## src/rtl/cardinal_nic.sv

```systemverilog
// Network interface between one processor data-memory port and a mesh router local port.
// One-packet output channel (processor -> network) and one-packet input channel (network -> processor).
module cardinal_nic #(
    parameter int DATA_W = 64,
    parameter int ADDR_W = 2
) (
    input  logic              clk,
    input  logic              reset,
    input  logic [0:ADDR_W-1] addr,
    input  logic [0:DATA_W-1] d_in,
    output logic [0:DATA_W-1] d_out,
    input  logic              nicEn,
    input  logic              nicWrEn,
    output logic              net_so,
    input  logic              net_ro,
    output logic [0:DATA_W-1] net_do,
    input  logic              net_polarity,
    input  logic              net_si,
    output logic              net_ri,
    input  logic [0:DATA_W-1] net_di
);

    localparam logic [0:ADDR_W-1] A_IN_DATA  = ADDR_W'(0);
    localparam logic [0:ADDR_W-1] A_IN_STAT  = ADDR_W'(1);
    localparam logic [0:ADDR_W-1] A_OUT_DATA = ADDR_W'(2);
    localparam logic [0:ADDR_W-1] A_OUT_STAT = ADDR_W'(3);

    logic [0:DATA_W-1] r_in_buf;
    logic [0:DATA_W-1] r_out_buf;
    logic              r_in_full;
    logic              r_out_full;
    logic [0:DATA_W-1] r_d_out;

    logic              w_rd;
    logic              w_wr_out;
    logic              w_pop;
    logic              w_send;
    logic              w_recv;
    logic [0:DATA_W-1] w_in_stat;
    logic [0:DATA_W-1] w_out_stat;
    logic [0:DATA_W-1] w_rd_data;

    assign w_rd     = nicEn & ~nicWrEn;
    assign w_wr_out = nicEn & nicWrEn & (addr == A_OUT_DATA);
    assign w_pop    = w_rd & (addr == A_IN_DATA) & r_in_full;
    // Packet bit 0 carries the VC; only send when it matches the router's current phase.
    assign w_send   = r_out_full & net_ro & (r_out_buf[0] == net_polarity);
    assign w_recv   = net_si & ~r_in_full;

    // Status flag lands in bit 63 (the numeric LSB of a [0:63] vector).
    assign w_in_stat  = {{(DATA_W-1){1'b0}}, r_in_full};
    assign w_out_stat = {{(DATA_W-1){1'b0}}, r_out_full};

    always_comb begin
        w_rd_data = '0;
        case (addr)
            A_IN_DATA:  w_rd_data = r_in_buf;
            A_IN_STAT:  w_rd_data = w_in_stat;
            A_OUT_STAT: w_rd_data = w_out_stat;
            default:    w_rd_data = '0;
        endcase
    end

    always_ff @(posedge clk) begin
        if (reset) begin
            r_in_buf   <= '0;
            r_out_buf  <= '0;
            r_in_full  <= 1'b0;
            r_out_full <= 1'b0;
            r_d_out    <= '0;
        end else begin
            r_d_out <= w_rd ? w_rd_data : '0;

            // Send needs a full buffer and the write needs an empty one, so they never both fire;
            // a write racing a send is dropped because it sees the pre-edge full flag.
            if (w_send) begin
                r_out_full <= 1'b0;
            end else if (w_wr_out && !r_out_full) begin
                r_out_buf  <= d_in;
                r_out_full <= 1'b1;
            end

            // Receive only while empty, pop only while full: mutually exclusive.
            if (w_recv) begin
                r_in_buf  <= net_di;
                r_in_full <= 1'b1;
            end else if (w_pop) begin
                r_in_full <= 1'b0;
            end
        end
    end

    assign d_out  = r_d_out;
    assign net_so = w_send;
    assign net_do = r_out_buf;
    assign net_ri = ~r_in_full;

endmodule

```

## config.mk

```make
export PLATFORM = sky130hd
export DESIGN_NAME = cardinal_nic
export DESIGN_NICKNAME = d
export VERILOG_FILES = /design/src/rtl/cardinal_nic.sv
export SDC_FILE = /design/constraint.sdc
export NUM_CORES = 1
export LEC_CHECK = 0
export BUFFER_PORTS_ARGS = -buffer_cell sky130_fd_sc_hd__buf_4
export CORE_MARGIN = 2
export CORE_UTILIZATION = 40
export CTS_CLUSTER_DIAMETER = 40
export DETAILED_ROUTE_END_ITERATION = 16
export GPL_TIMING_DRIVEN = 1
export PLACE_DENSITY = 0.67
export SETUP_SLACK_MARGIN = 0.2
export SLEW_MARGIN = 20
export SYNTH_ARGS = -nofsm -noshare
export SYNTH_HDL_FRONTEND = slang
export SYNTH_SLANG_ARGS = --single-unit
```

## constraint.sdc

```tcl
create_clock -name clk -period 1.5 [get_ports clk]
set_input_delay 0.15 -clock clk [delete_from_list [all_inputs] [get_ports clk]]
set_output_delay 0.15 -clock clk [all_outputs]
set_load 0.02 [all_outputs]
```

# Yosys cells after proc, flatten, opt, wreduce, memory -nomap -nowiden
# Index checks and enable logic that the tools add are counted.
dict set report word_totals {
  register_bits 194
  in_bits 137
  word_cells 31
}
dict set report op_classes {
  n_eq_ne 4
  mux 3
  bitwise_logic 12
  reduce_logical 7
}
# cell n
set op_table {}
lappend op_table {{$pmux 64 s3} 1}
lappend op_table {{$and 1x1->1} 8}
lappend op_table {{$eq 2x2->1 const B} 2}
lappend op_table {{$not 1->1} 4}
lappend op_table {{$reduce_or 2->1} 2}
lappend op_table {{$eq 2x1->1 const B} 1}
lappend op_table {{$logic_not 2->1} 1}
lappend op_table {{$mux 1} 2}
lappend op_table {{$reduce_and 2->1} 1}
lappend op_table {{$reduce_bool 2->1} 1}
lappend op_table {{$eq 1x1->1} 1}
lappend op_table {{$logic_and 1x1->1} 1}
lappend op_table {{$logic_not 1->1} 1}

# Depth between registers and ports, before layout
dict set report depth {
  depth_word 6
  depth_mapped 5
  depth_no_buf 3
}

# Worst setup path after synthesis
# No wires, ideal clock.
dict set report synth_path {
  kind {register -> register}
  startpoint {register r_out_full}
  endpoint {register r_out_buf, in the netlist net_do[10]}
  t_arrival_ps 1039
  t_required_ps 1428
  setup_slack_ps 390
  path_stages_with_launch 5
  n_path_buf 2
  path_cell_list {dfxtp_1 -> nor3_2 -> buf_6 -> buf_12 -> mux2i_1}
}
dict set report synth_via {
  elab_chain_cells 4
}
# element line_no
set synth_rtl {}
lappend synth_rtl {{start, declared} 31} ;# logic r_out_full;
lappend synth_rtl {{start signal, assigned} 69} ;# r_out_full <= 1'b0;
lappend synth_rtl {{start signal, assigned} 77} ;# r_out_full <= 1'b0;
lappend synth_rtl {{start signal, assigned} 80} ;# r_out_full <= 1'b1;
lappend synth_rtl {{$and 1x1->1 (2 in a row)} 47} ;# assign w_send = r_out_full & net_ro & (r_out_buf[0] == net_polarity);
lappend synth_rtl {{$not 1->1 (no line)} n/a}
lappend synth_rtl {{$reduce_and 2->1 (no line) (*)} n/a}
lappend synth_rtl {{end signal, assigned} 79} ;# r_out_buf <= d_in;
lappend synth_rtl {{end, declared} 29} ;# logic [0:DATA_W-1] r_out_buf;
# Every way passes the cells marked *; elsewhere a longest branch is shown, timed or not.
# A chain may end at the register's enable or synchronous reset.

# Worst setup path in the final report
dict set report layout_path {
  startpoint {register r_out_buf, in the netlist net_do[0]}
  endpoint {output port net_so}
}
dict set report layout_via {
  elab_chain_cells 2
}
# element line_no
set layout_rtl {}
lappend layout_rtl {{$eq 1x1->1} 47}
lappend layout_rtl {{$and 1x1->1} 47}
lappend layout_rtl {{end, declared} 14} ;# output logic net_so,
# No other way between the ends.

==> results.json <==
{
  "worst_pin_slew_ns": 0.254,
  "synth-async-reset-ratio": 0,
  "dr.first_iter.drc_count": 251,
  "netSwitchingFraction": 0.253,
  "placed_cells": 1166,
  "cts_htree_levels": 4,
  "period_share": 0.927,
  "ant_nets": 0,
  "die_h_um": 136,
  "ys_ff_latch": 194,
  "power_frac_comb": 0.113,
  "synth_edf_count": 0,
  "arrival_ns": 1.24,
  "clockBufferDepth": 2,
  "grtUsageTotal": 0.196,
  "num_rows": 48,
  "power.total_w": 0.0111,
  "antenna_found_initial": 0,
  "cts_tree": "yes",
  "skew_ns": 0.0171,
  "crit_path_start": "net_do[0]$_SDFFE_PP0P_",
  "postPlaceCellArea_um2": 9190,
  "overflow": 0,
  "syn_nets": 844,
  "crit_chain": "xnor2_2 > and3_1 > buf_6",
  "route.met3.wl_um": 1530,
  "grt_max_degree": 64,
  "place.gp.congestion": 0.813,
  "multiInputGateArea_um2": 2800,
  "clk_latency_ns": 0.43,
  "cp-start-kind": "register",
  "ir_drop_v": 0.000785,
  "synth_cell_types": 26,
  "grt_pass1_wl_um": 28400,
  "worst-setup-path-type": "register to primary output",
  "intPower_w": 0.00833,
  "yosys_warnings": 0,
  "syn_to_final_growth_pct": 59.9,
  "synthCells": 707,
  "hpwlAfterDp_um": 11800,
  "worstPathRequired_ns": 1.35,
  "crit_path_max_fanout": 2,
  "rr_startpoint": "r_out_full$_SDFFE_PP0P_",
  "final_area_um2": 11100,
  "vias": 5933,
  "clk_pin_slew_ns": 0.08,
  "min_from": "d_in[3]",
  "die_area_um2": 18500,
  "die_x_um": 136,
  "fillers": 1395,
  "fin_crit_ns": 1.39,
  "port_buffers": 266,
  "syn-cell-area_um2": 6960,
  "crit_family": "flip-flops",
  "p_seq_frac": 0.482,
  "cts_num_sinks": 194,
  "drc": 0,
  "first_global_vias": 5647,
  "status": "completed",
  "ios": 267,
  "leakage_nw": 4.80,
  "seq_area_um2": 3890,
  "drv_cap": 0,
  "p_per_area_nw_per_um2": 1000,
  "nets": 1227,
  "max_stage_delay_ns": 0.34,
  "highest_layer": "met4",
  "final_cells": 1328,
  "ys.flop_type": "dfxtp_1",
  "core_um2": 17200,
  "yosysSeqAreaShare": 0.558,
  "hold_viol": 0,
  "numCtsBuffers": 17,
  "antennaDiodeCount": 0,
  "end_kind": "primary output",
  "hold_path_class": "primary input to register",
  "drt-total-wl_um": 18700,
  "wl_per_cell_um": 14.0,
  "crit_slowest_cell": "dfxtp_2",
  "relSlewSlack": 0.830,
  "wl_met1_um": 7930,
  "slew_violations": 0,
  "root_buffer": "clkbuf_16",
  "switchingPower_w": 0.00282,
  "rsz0062_at_grt": "true",
  "met2_wirelength_um": 8960,
  "setup_viol": 0,
  "p_clk_frac": 0.405,
  "vias_per_cell": 4.47,
  "fmax_mhz": 719,
  "first_pass_iters": 4,
  "tns_ns": 0,
  "synth_area_per_cell_um2": 9.85,
  "start_util": 0.405,
  "drive_gt1_frac": 0.299,
  "path_buf_inv": 1
}
power groups by stage:
stage	clock, W	sequential, W	combinational, W
floorplan	0	0.00553	0.000437
global placement	0	0.00549	0.000970
detailed placement	0	0.00549	0.000981
finish	0.00452	0.00537	0.00126
CTS	0.00464	0.00537	0.00124
global route	0.00484	0.00539	0.00136
flip-flops by register name, summed over array words and instances (netlist names):
signal      cells
r_in_buf       64
d_out          64
net_do         64
r_out_full      1
r_in_full       1
placed cells by master, fill, tap and decap left out, drive strengths merged:
master,synthesis,routed
mux2i,65,65
o21ba,1,1
and3,2,2
dlygate4sd3,0,123
nor2b,1,1
o21ai,1,1
clkinv,0,6
xnor2,1,1
nor4,1,1
clkbuf,20,20
a21oi,65,65
inv,1,8
dfxtp,194,194
buf,28,287
nand3,1,1
nand2,129,129
nor3,1,1
nor2,1,1
o31ai,1,1
nand2b,130,130
a21boi,1,1
clkinvlp,0,1
and2,63,63
stage by stage:
stage	util	hold WS, ns	setup slack (ns)
finish	0.648	0.0147	0.110
CTS	0.643	0.00195	0.0879
floorplan	-	0.286	0.390
detailed placement	0.535	0.406	0.145
global route	0.648	0.00641	0.0542
global placement	0.535	0.398	0.196
worst paths after layout:
kind | to | slack (ns) | cells past startpoint
setup / recovery | net_so | 0.11 | 3
hold / removal | net_do[3]$_SDFFE_PP0P_ | 0.01 | 3
setup reg to reg | net_do[30]$_SDFFE_PP0P_ | 0.26 | 4
hold reg to reg | d_out[29]$_SDFF_PP0_ | 0.44 | 1
cell type report:
| cell class | count | share of cell area |
|---|---|---|
| multi-input combinational | 464 | 0.251 |
| clock inverter | 14 | 0.0145 |
| clock buffer | 18 | 0.0394 |
| inverter | 1 | 0.000337 |
| tap | 225 | 0.0253 |
| sequential | 194 | 0.349 |
| timing repair buffer | 412 | 0.320 |
cells in the mapped netlist, types with 2 or more instances:
master / number / area, um^2
and3_1: 2 / 12.5
clkbuf_2: 6 / 30.0
dfxtp_1: 194 / 3880
mux2i_1: 65 / 651
buf_1: 3 / 11.3
and2_1: 63 / 394
clkbuf_1: 14 / 52.6
nand2b_1: 129 / 807
buf_2: 18 / 90.1
buf_12: 5 / 100
nand2_1: 129 / 484
a21oi_1: 65 / 325
worst reg2reg max path, stage by stage (launching register included):
cell     delay [ns]
dfxtp_1        0.35
nor3_4         0.23
buf_12         0.19
buf_16         0.17
mux2i_1        0.23
metal layers:
layer,global-route usage,vias up
li1,-,3010
met1,0.235,2699
met2,0.328,207
met3,0.0723,17
met4,0.0596,0
met5,0,-
cells by family (layout without fill, tap and decap cells):
family	Yosys count	after routing	share of synthesized area
simple gates	329	329	0.252
mux	65	65	0.0934
buf+inv	49	445	0.0440
compound gates	69	69	0.0510
xor+xnor	1	1	0.00126
flops	194	194	0.558
what timing repair did:
action | CTS | global route
gates cloned | 0 | 2
buffers inserted | 1 | 4
resized for setup | 4 | 2
hold buffers | 123 | 0
pin swaps | 1 | 0
endpoints found under the setup margin | 2 | 36
hold endpoints to repair | 123 | 0
(Power assumes the default switching activity.)
